$ cat src/rtl/vga_instr_pkg.sv
// Shared definitions for the instruction dispatch path.
//   - Opcode ranges (must match the values cpu_interface emits).
//   - Dispatcher FSM state encoding.
//   - error_code values reported back to cpu_interface.
//   - Index of the graphics-mode bit inside mode_control.
//   - decode_op(): opcode + mode -> {valid, unit select, unit-local op}.
package vga_instr_pkg;

  // Text engine opcodes occupy 0x00..0x03 and pixel engine opcodes 0x10..0x14.
  localparam logic [7:0] OP_TEXT_FIRST = 8'h00;
  localparam logic [7:0] OP_TEXT_LAST  = 8'h03;
  localparam logic [7:0] OP_PIX_FIRST  = 8'h10;
  localparam logic [7:0] OP_PIX_LAST   = 8'h14;

  // mode_control bit: 0 = text mode, 1 = graphics mode.
  localparam int MODE_GRAPHICS_BIT = 0;

  localparam logic [1:0] ERR_NONE     = 2'd0;
  localparam logic [1:0] ERR_UNIT     = 2'd1;
  localparam logic [1:0] ERR_REJECTED = 2'd2;
  localparam logic [1:0] ERR_TIMEOUT  = 2'd3;

  typedef enum logic [1:0] {
    ST_IDLE  = 2'd0,
    ST_ISSUE = 2'd1,
    ST_WAIT  = 2'd2,
    ST_DONE  = 2'd3
  } state_t;

  typedef struct packed {
    logic       valid;  // opcode known and legal in the current mode
    logic       pix;    // 1 = pixel engine, 0 = text engine
    logic [2:0] op;     // unit-local operation index
  } decode_t;

  function automatic decode_t decode_op(input logic [7:0] opcode, input logic graphics);
    decode_t d;
    d = '0;
    // The text range starts at zero, so only the upper bound needs testing.
    if (opcode <= OP_TEXT_LAST) begin
      d.pix   = 1'b0;
      d.op    = 3'(opcode - OP_TEXT_FIRST);
      d.valid = !graphics;
    end else if (opcode >= OP_PIX_FIRST && opcode <= OP_PIX_LAST) begin
      d.pix   = 1'b1;
      d.op    = 3'(opcode - OP_PIX_FIRST);
      d.valid = graphics;
    end
    return d;
  endfunction

endpackage

$ cat src/rtl/dispatch_watchdog.sv
// WAIT-phase watchdog for the instruction dispatcher.
// Ports:
//   phi2, reset_n : clock, asynchronous active-low reset
//   clear         : zero the counter (asserted in ISSUE)
//   enable        : count this cycle (asserted in WAIT)
//   expired       : high during the TIMEOUT_CYCLES-th enabled cycle
// TIMEOUT_CYCLES = 0 disables the watchdog; expired then never rises.
module dispatch_watchdog #(
  parameter int TIMEOUT_CYCLES = 4096
) (
  input  logic phi2,
  input  logic reset_n,
  input  logic clear,
  input  logic enable,
  output logic expired
);

  localparam int CW       = (TIMEOUT_CYCLES < 1) ? 1 : $clog2(TIMEOUT_CYCLES + 1);
  localparam int LAST_INT = (TIMEOUT_CYCLES < 1) ? 0 : TIMEOUT_CYCLES - 1;
  localparam int MAX_INT  = (TIMEOUT_CYCLES < 1) ? 0 : TIMEOUT_CYCLES;
  localparam logic [CW-1:0] LAST    = CW'(LAST_INT);
  localparam logic [CW-1:0] MAX_CNT = CW'(MAX_INT);
  localparam bit ENABLED = (TIMEOUT_CYCLES > 0);

  logic [CW-1:0] count;

  // count holds the number of enabled cycles already completed, so during
  // the k-th enabled cycle it reads k-1. It saturates rather than wraps.
  always_ff @(posedge phi2 or negedge reset_n) begin
    if (!reset_n) begin
      count <= '0;
    end else if (clear) begin
      count <= '0;
    end else if (enable && count != MAX_CNT) begin
      count <= count + 1'b1;
    end
  end

  assign expired = ENABLED && enable && (count == LAST);

endmodule

$ cat src/rtl/instruction_dispatcher.sv
// Sequences one instruction from cpu_interface onto the text or pixel engine.
// Ports:
//   phi2, reset_n            : clock, asynchronous active-low reset
//   instruction              : opcode, valid with instruction_start
//   instruction_start        : one-cycle launch pulse (ignored unless idle)
//   mode_control             : bit MODE_GRAPHICS_BIT selects graphics mode
//   instruction_busy         : high whenever the FSM is not idle
//   instruction_finished     : one-cycle pulse in DONE
//   instruction_error        : error_code != 0, held until next accepted start
//   error_code               : none / unit error / rejected / timeout
//   result_0, result_1       : low / high byte of the captured unit result
//   text_start, pix_start    : unit launch pulses (ISSUE)
//   unit_op                  : unit-local operation, stable ISSUE..WAIT
//   text_abort, pix_abort    : abort pulse on the watchdog expiry cycle
//   text_done, pix_done      : unit completion pulses
//   text_error, pix_error    : unit error, sampled with done
//   text_result, pix_result  : unit result, sampled with done
//   fsm_state                : current FSM state (observation only)
//
// Handshake: a start pulse is taken only in IDLE. The selected unit gets
// exactly one *_start pulse and answers with a one-cycle *_done carrying
// error/result on the same cycle. done is sampled only in WAIT and only
// from the selected unit. Every output comes from registers, so no input
// reaches an output combinationally; as a consequence *_abort is decoded
// from the watchdog alone and still pulses if done lands on the expiry
// cycle, although done decides the outcome in that case.
module instruction_dispatcher
  import vga_instr_pkg::*;
#(
  parameter int TIMEOUT_CYCLES = 4096
) (
  input  logic        phi2,
  input  logic        reset_n,
  input  logic [7:0]  instruction,
  input  logic        instruction_start,
  input  logic [7:0]  mode_control,
  output logic        instruction_busy,
  output logic        instruction_finished,
  output logic        instruction_error,
  output logic [1:0]  error_code,
  output logic [7:0]  result_0,
  output logic [7:0]  result_1,
  output logic        text_start,
  output logic        pix_start,
  output logic [2:0]  unit_op,
  output logic        text_abort,
  output logic        pix_abort,
  input  logic        text_done,
  input  logic        pix_done,
  input  logic        text_error,
  input  logic        pix_error,
  input  logic [15:0] text_result,
  input  logic [15:0] pix_result,
  output state_t      fsm_state
);

  state_t  state_q, state_d;
  logic    sel_pix_q;
  decode_t dec;
  logic    unit_done, unit_err;
  logic [15:0] unit_res;
  logic    wd_clear, wd_enable, wd_expired;
  logic    unused_mode_bits;

  // Only the mode bit matters; the rest of mode_control belongs elsewhere.
  assign unused_mode_bits = ^mode_control;

  assign dec = decode_op(instruction, mode_control[MODE_GRAPHICS_BIT]);

  assign unit_done = sel_pix_q ? pix_done   : text_done;
  assign unit_err  = sel_pix_q ? pix_error  : text_error;
  assign unit_res  = sel_pix_q ? pix_result : text_result;

  dispatch_watchdog #(
    .TIMEOUT_CYCLES(TIMEOUT_CYCLES)
  ) u_watchdog (
    .phi2   (phi2),
    .reset_n(reset_n),
    .clear  (wd_clear),
    .enable (wd_enable),
    .expired(wd_expired)
  );

  always_ff @(posedge phi2 or negedge reset_n) begin
    if (!reset_n) begin
      state_q    <= ST_IDLE;
      sel_pix_q  <= 1'b0;
      unit_op    <= '0;
      error_code <= ERR_NONE;
      result_0   <= '0;
      result_1   <= '0;
    end else begin
      state_q <= state_d;
      case (state_q)
        ST_IDLE: begin
          if (instruction_start) begin
            error_code <= dec.valid ? ERR_NONE : ERR_REJECTED;
            // A rejected opcode leaves the unit selection untouched.
            if (dec.valid) begin
              sel_pix_q <= dec.pix;
              unit_op   <= dec.op;
            end
          end
        end
        ST_WAIT: begin
          // done takes priority over a coincident watchdog expiry.
          if (unit_done) begin
            result_0   <= unit_res[7:0];
            result_1   <= unit_res[15:8];
            error_code <= unit_err ? ERR_UNIT : ERR_NONE;
          end else if (wd_expired) begin
            error_code <= ERR_TIMEOUT;
          end
        end
        default: ;
      endcase
    end
  end

  always_comb begin
    state_d              = state_q;
    instruction_busy     = 1'b1;
    instruction_finished = 1'b0;
    text_start           = 1'b0;
    pix_start            = 1'b0;
    text_abort           = 1'b0;
    pix_abort            = 1'b0;
    wd_clear             = 1'b0;
    wd_enable            = 1'b0;
    case (state_q)
      ST_IDLE: begin
        instruction_busy = 1'b0;
        if (instruction_start) begin
          state_d = dec.valid ? ST_ISSUE : ST_DONE;
        end
      end
      ST_ISSUE: begin
        text_start = !sel_pix_q;
        pix_start  = sel_pix_q;
        wd_clear   = 1'b1;
        state_d    = ST_WAIT;
      end
      ST_WAIT: begin
        wd_enable  = 1'b1;
        text_abort = wd_expired && !sel_pix_q;
        pix_abort  = wd_expired && sel_pix_q;
        if (unit_done || wd_expired) begin
          state_d = ST_DONE;
        end
      end
      ST_DONE: begin
        instruction_finished = 1'b1;
        state_d              = ST_IDLE;
      end
      default: state_d = ST_IDLE;
    endcase
  end

  assign instruction_error = (error_code != ERR_NONE);
  assign fsm_state         = state_q;

endmodule

$ cat config.mk
export PLATFORM = sky130hd
export DESIGN_NAME = instruction_dispatcher
export DESIGN_NICKNAME = d
export VERILOG_FILES = /design/src/rtl/vga_instr_pkg.sv /design/src/rtl/dispatch_watchdog.sv /design/src/rtl/instruction_dispatcher.sv
export SDC_FILE = /design/constraint.sdc
export NUM_CORES = 1
export LEC_CHECK = 0
export ABC_AREA = 1
export ABC_CLOCK_PERIOD_IN_PS = 2200
export CORE_MARGIN = 2
export CORE_UTILIZATION = 45
export DETAILED_ROUTE_END_ITERATION = 6
export GPL_TIMING_DRIVEN = 0
export PLACE_DENSITY = 0.88
export SETUP_SLACK_MARGIN = 0.5
export SLEW_MARGIN = 20
export SYNTH_ARGS = -nofsm -noshare
export SYNTH_HDL_FRONTEND = slang
export SYNTH_SLANG_ARGS = --single-unit
$ cat constraint.sdc
create_clock -name phi2 -period 2.2 [get_ports phi2]
set_clock_uncertainty 0.15 [all_clocks]
set_input_delay 0.33 -clock phi2 [delete_from_list [all_inputs] [get_ports phi2]]
set_output_delay 0.33 -clock phi2 [all_outputs]
set_load 0.03 [all_outputs]
==> metrics <==
#FFs+latches synth=37; VDD IR max=about 950 uV; Slew headroom=0.705; post-placement setup slack=-212 ps; setup repair after global routing missed its margin=yes; YS warnings=0; drt wl/cell=around 17 um; Hold Crit Class=primary input to async pin; # setup viols final=0; CTS max path bufs=2; via/cell ratio=approximately 5.6; antenna violation net count after detailed routing=0; Syn Area/Cell=around 7 um^2; largest net degree at the start of global routing=27; Worst-Margin Slew=~440 ps; Die Height=around 75 um; CP endpoint kind=primary output; min Tclk post-route=~2100 ps; post-DP HPWL=around 4.7 mm; fin area=around 3800 um^2; crit path setup slack, layout=86.8 ps; most common cell after layout, fill and taps aside=nand2_1; initial antenna violation count=0; crit path to=pix_abort; WL final=~8.5 mm; core area=about 4800 um^2; share of cells above drive strength 1=0.262; CP Max Fanout=2; CTS Sinks=37; Clock power frac=0.148; Via Count=roughly 2900; DRC viols=0; status=completed; Finished Core Util=0.791; combinational share of power=0.601; H-tree Lvls=2; final hold violation count=0; Setup crit start=u_watchdog.count[12]; multi-input combinational cell area=1360 um^2; FF-to-FF setup slack=between 300 and 400 ps; Reg-to-Reg Start=u_watchdog.count[0]; Ports=85; pwr dens=approximately 1100 nW/um^2; Switch Pwr=1.92 mW; fillers=roughly 290; reg2reg path depth=10; placed cell area=about 3200 um^2; CTS buffer count=5; crit path launch type=flip-flop; CTS Root Cell=clkbuf_8; Starting Density=0.474; 1st-iter DRT viols=between 300 and 400; vias in the first global route=2376; WS Path Type=flip-flop to primary output; max cap viols=0; Final period util=0.961; Final GP Congestion=about 0.95; Worst EP required=roughly 1700 ps; worst skew pair latency=approximately 300 ps; Die Wd=between 70 and 80 um; clock slew at reported path FFs=80 ps; Final Net Count=506; worst path arrival time=~1600 ps; port bufs=between 70 and 80; Cells after Synth=approximately 320; Reg-to-Reg End=u_watchdog.count[11]; most frequent cells in the layout=101 x nand2_1, 46 x clkdlybuf4s50_1, 40 x nor2_1; sequential area share after synthesis=0.408; All-Layer GR Usage=0.248; Slew Viols, Final=0; n_diodes=0; register area=between 900 and 1000 um^2; area delta synth->final=66.8%; synth unique cells=25; Sequential Power Share=0.251; Sw Ratio=0.453; die area=5630 um^2; leakage power=roughly 1.8 nW; syn_nets=384; cell-internal power=between 2 and 2.5 mW; Rows=25; DRT Pass-1 Iters=5; FMAX=about 470 MHz; Post-Syn Area=~2300 um^2; first-pass GRT wire length=around 11 mm; Congestion Overflow GR=0; CTS tree=built
[per-layer routing]
layer | track usage | wire length (um)
met1 | 0.308 | 3120
met2 | 0.422 | 4210
met3 | 0.0509 | 784
met4 | 0.101 | 354
met5 | 0 | 0
[power groups by stage]
| stage | registers (mW) | clock network [mW] | logic, mW |
|---|---|---|---|
| final | 1.06 | 0.629 | 2.55 |
| after global routing | 1.08 | 0.652 | 2.71 |
| after CTS | 1.05 | 0.632 | 1.98 |
| after detailed placement | 1.08 | 0 | 1.94 |
| after global placement | 1.06 | 0 | 1.90 |
| after floorplan | 1.41 | 0 | 0.860 |
[stage by stage]
stage | hold WS [ps] | power [mW] | instances | setup TNS (ps)
6_report | 307 | 4.25 | 513 | 0
5_1_grt | 324 | 4.45 | 513 | 0
4_1_cts | 310 | 3.66 | 497 | 0
3_5_place_dp | 89.5 | 3.02 | 468 | -531
3_3_place_gp | 310 | 2.96 | 467 | -9230
2_1_floorplan | -116 | 2.27 | 323 | 0
[layout make-up]
type / instances / area share
Buffer: 11 / 0.0265
Clock buffer: 7 / 0.0228
Clock inverter: 1 / 0.00794
Inverter: 28 / 0.0301
Multi-Input combinational cell: 247 / 0.360
Sequential cell: 37 / 0.247
Tap cell: 67 / 0.0222
Timing Repair Buffer: 115 / 0.283
[cells by family (layout without fill, tap and decap cells)]
logic type / after synthesis / count (layout) / synth area share
adder cells (fa/ha/maj): 6 / 6 / 0.0331
AND/OR/NAND/NOR: 213 / 213 / 0.400
flip-flops: 37 / 37 / 0.408
XOR/XNOR: 7 / 7 / 0.0270
buffers and inverters: 39 / 162 / 0.0717
AO/OA/AOI/OAI: 21 / 21 / 0.0601
[critical path, stage by stage, from the launching register on]
cell     delay, ps
dfrtp_1        420
inv_2          110
nand2_4         70
nor2_4         130
nand4_1        190
buf_4          210
nor2_4          80
buf_6          130
[synth_stat cells, drive strengths merged]
| cell | n | share of area |
|---|---|---|
| or2 | 2 | 0.0055 |
| a21oi | 3 | 0.012 |
| clkbuf | 3 | 0.0050 |
| ha | 6 | 0.033 |
| nor3 | 2 | 0.0044 |
| dfrtp | 37 | 0.41 |
| buf | 8 | 0.020 |
| nor2 | 51 | 0.092 |
| xnor2 | 2 | 0.0077 |
| inv | 28 | 0.046 |
| nand3 | 34 | 0.077 |
| nand2 | 112 | 0.19 |
| o21ai | 2 | 0.0044 |
| a31oi | 16 | 0.044 |
| nand4 | 12 | 0.033 |
| xor2 | 5 | 0.019 |
[worst min path at each step]
stage | start | endpoint | slack (ps)
after floorplan | reset_n | error_code[0] | -120
after global placement | unit_op[2] | unit_op[2] | 310
after detailed placement | reset_n | u_watchdog.count[0] | 90
after CTS | reset_n | result_1[0] | 310
after global routing | reset_n | u_watchdog.count[0] | 320
final | reset_n | u_watchdog.count[6] | 310
[registers in the layout, indices dropped and copies added, names as in the netlist]
name / cells
error_code: 2
sel_pix_q: 1
fsm_state: 2
result_0: 8
u_watchdog.count: 13
result_1: 8
unit_op: 3
[repair_timing]
item	in CTS	in global routing
hold buffers	1	0
gates cloned	0	2
pin swaps	6	11
buffers inserted	20	14
hold endpoints to repair	11	0
gates resized for setup	82	54
setup endpoints to repair	37	42
Note: power is estimated with default switching activity, not from simulation.
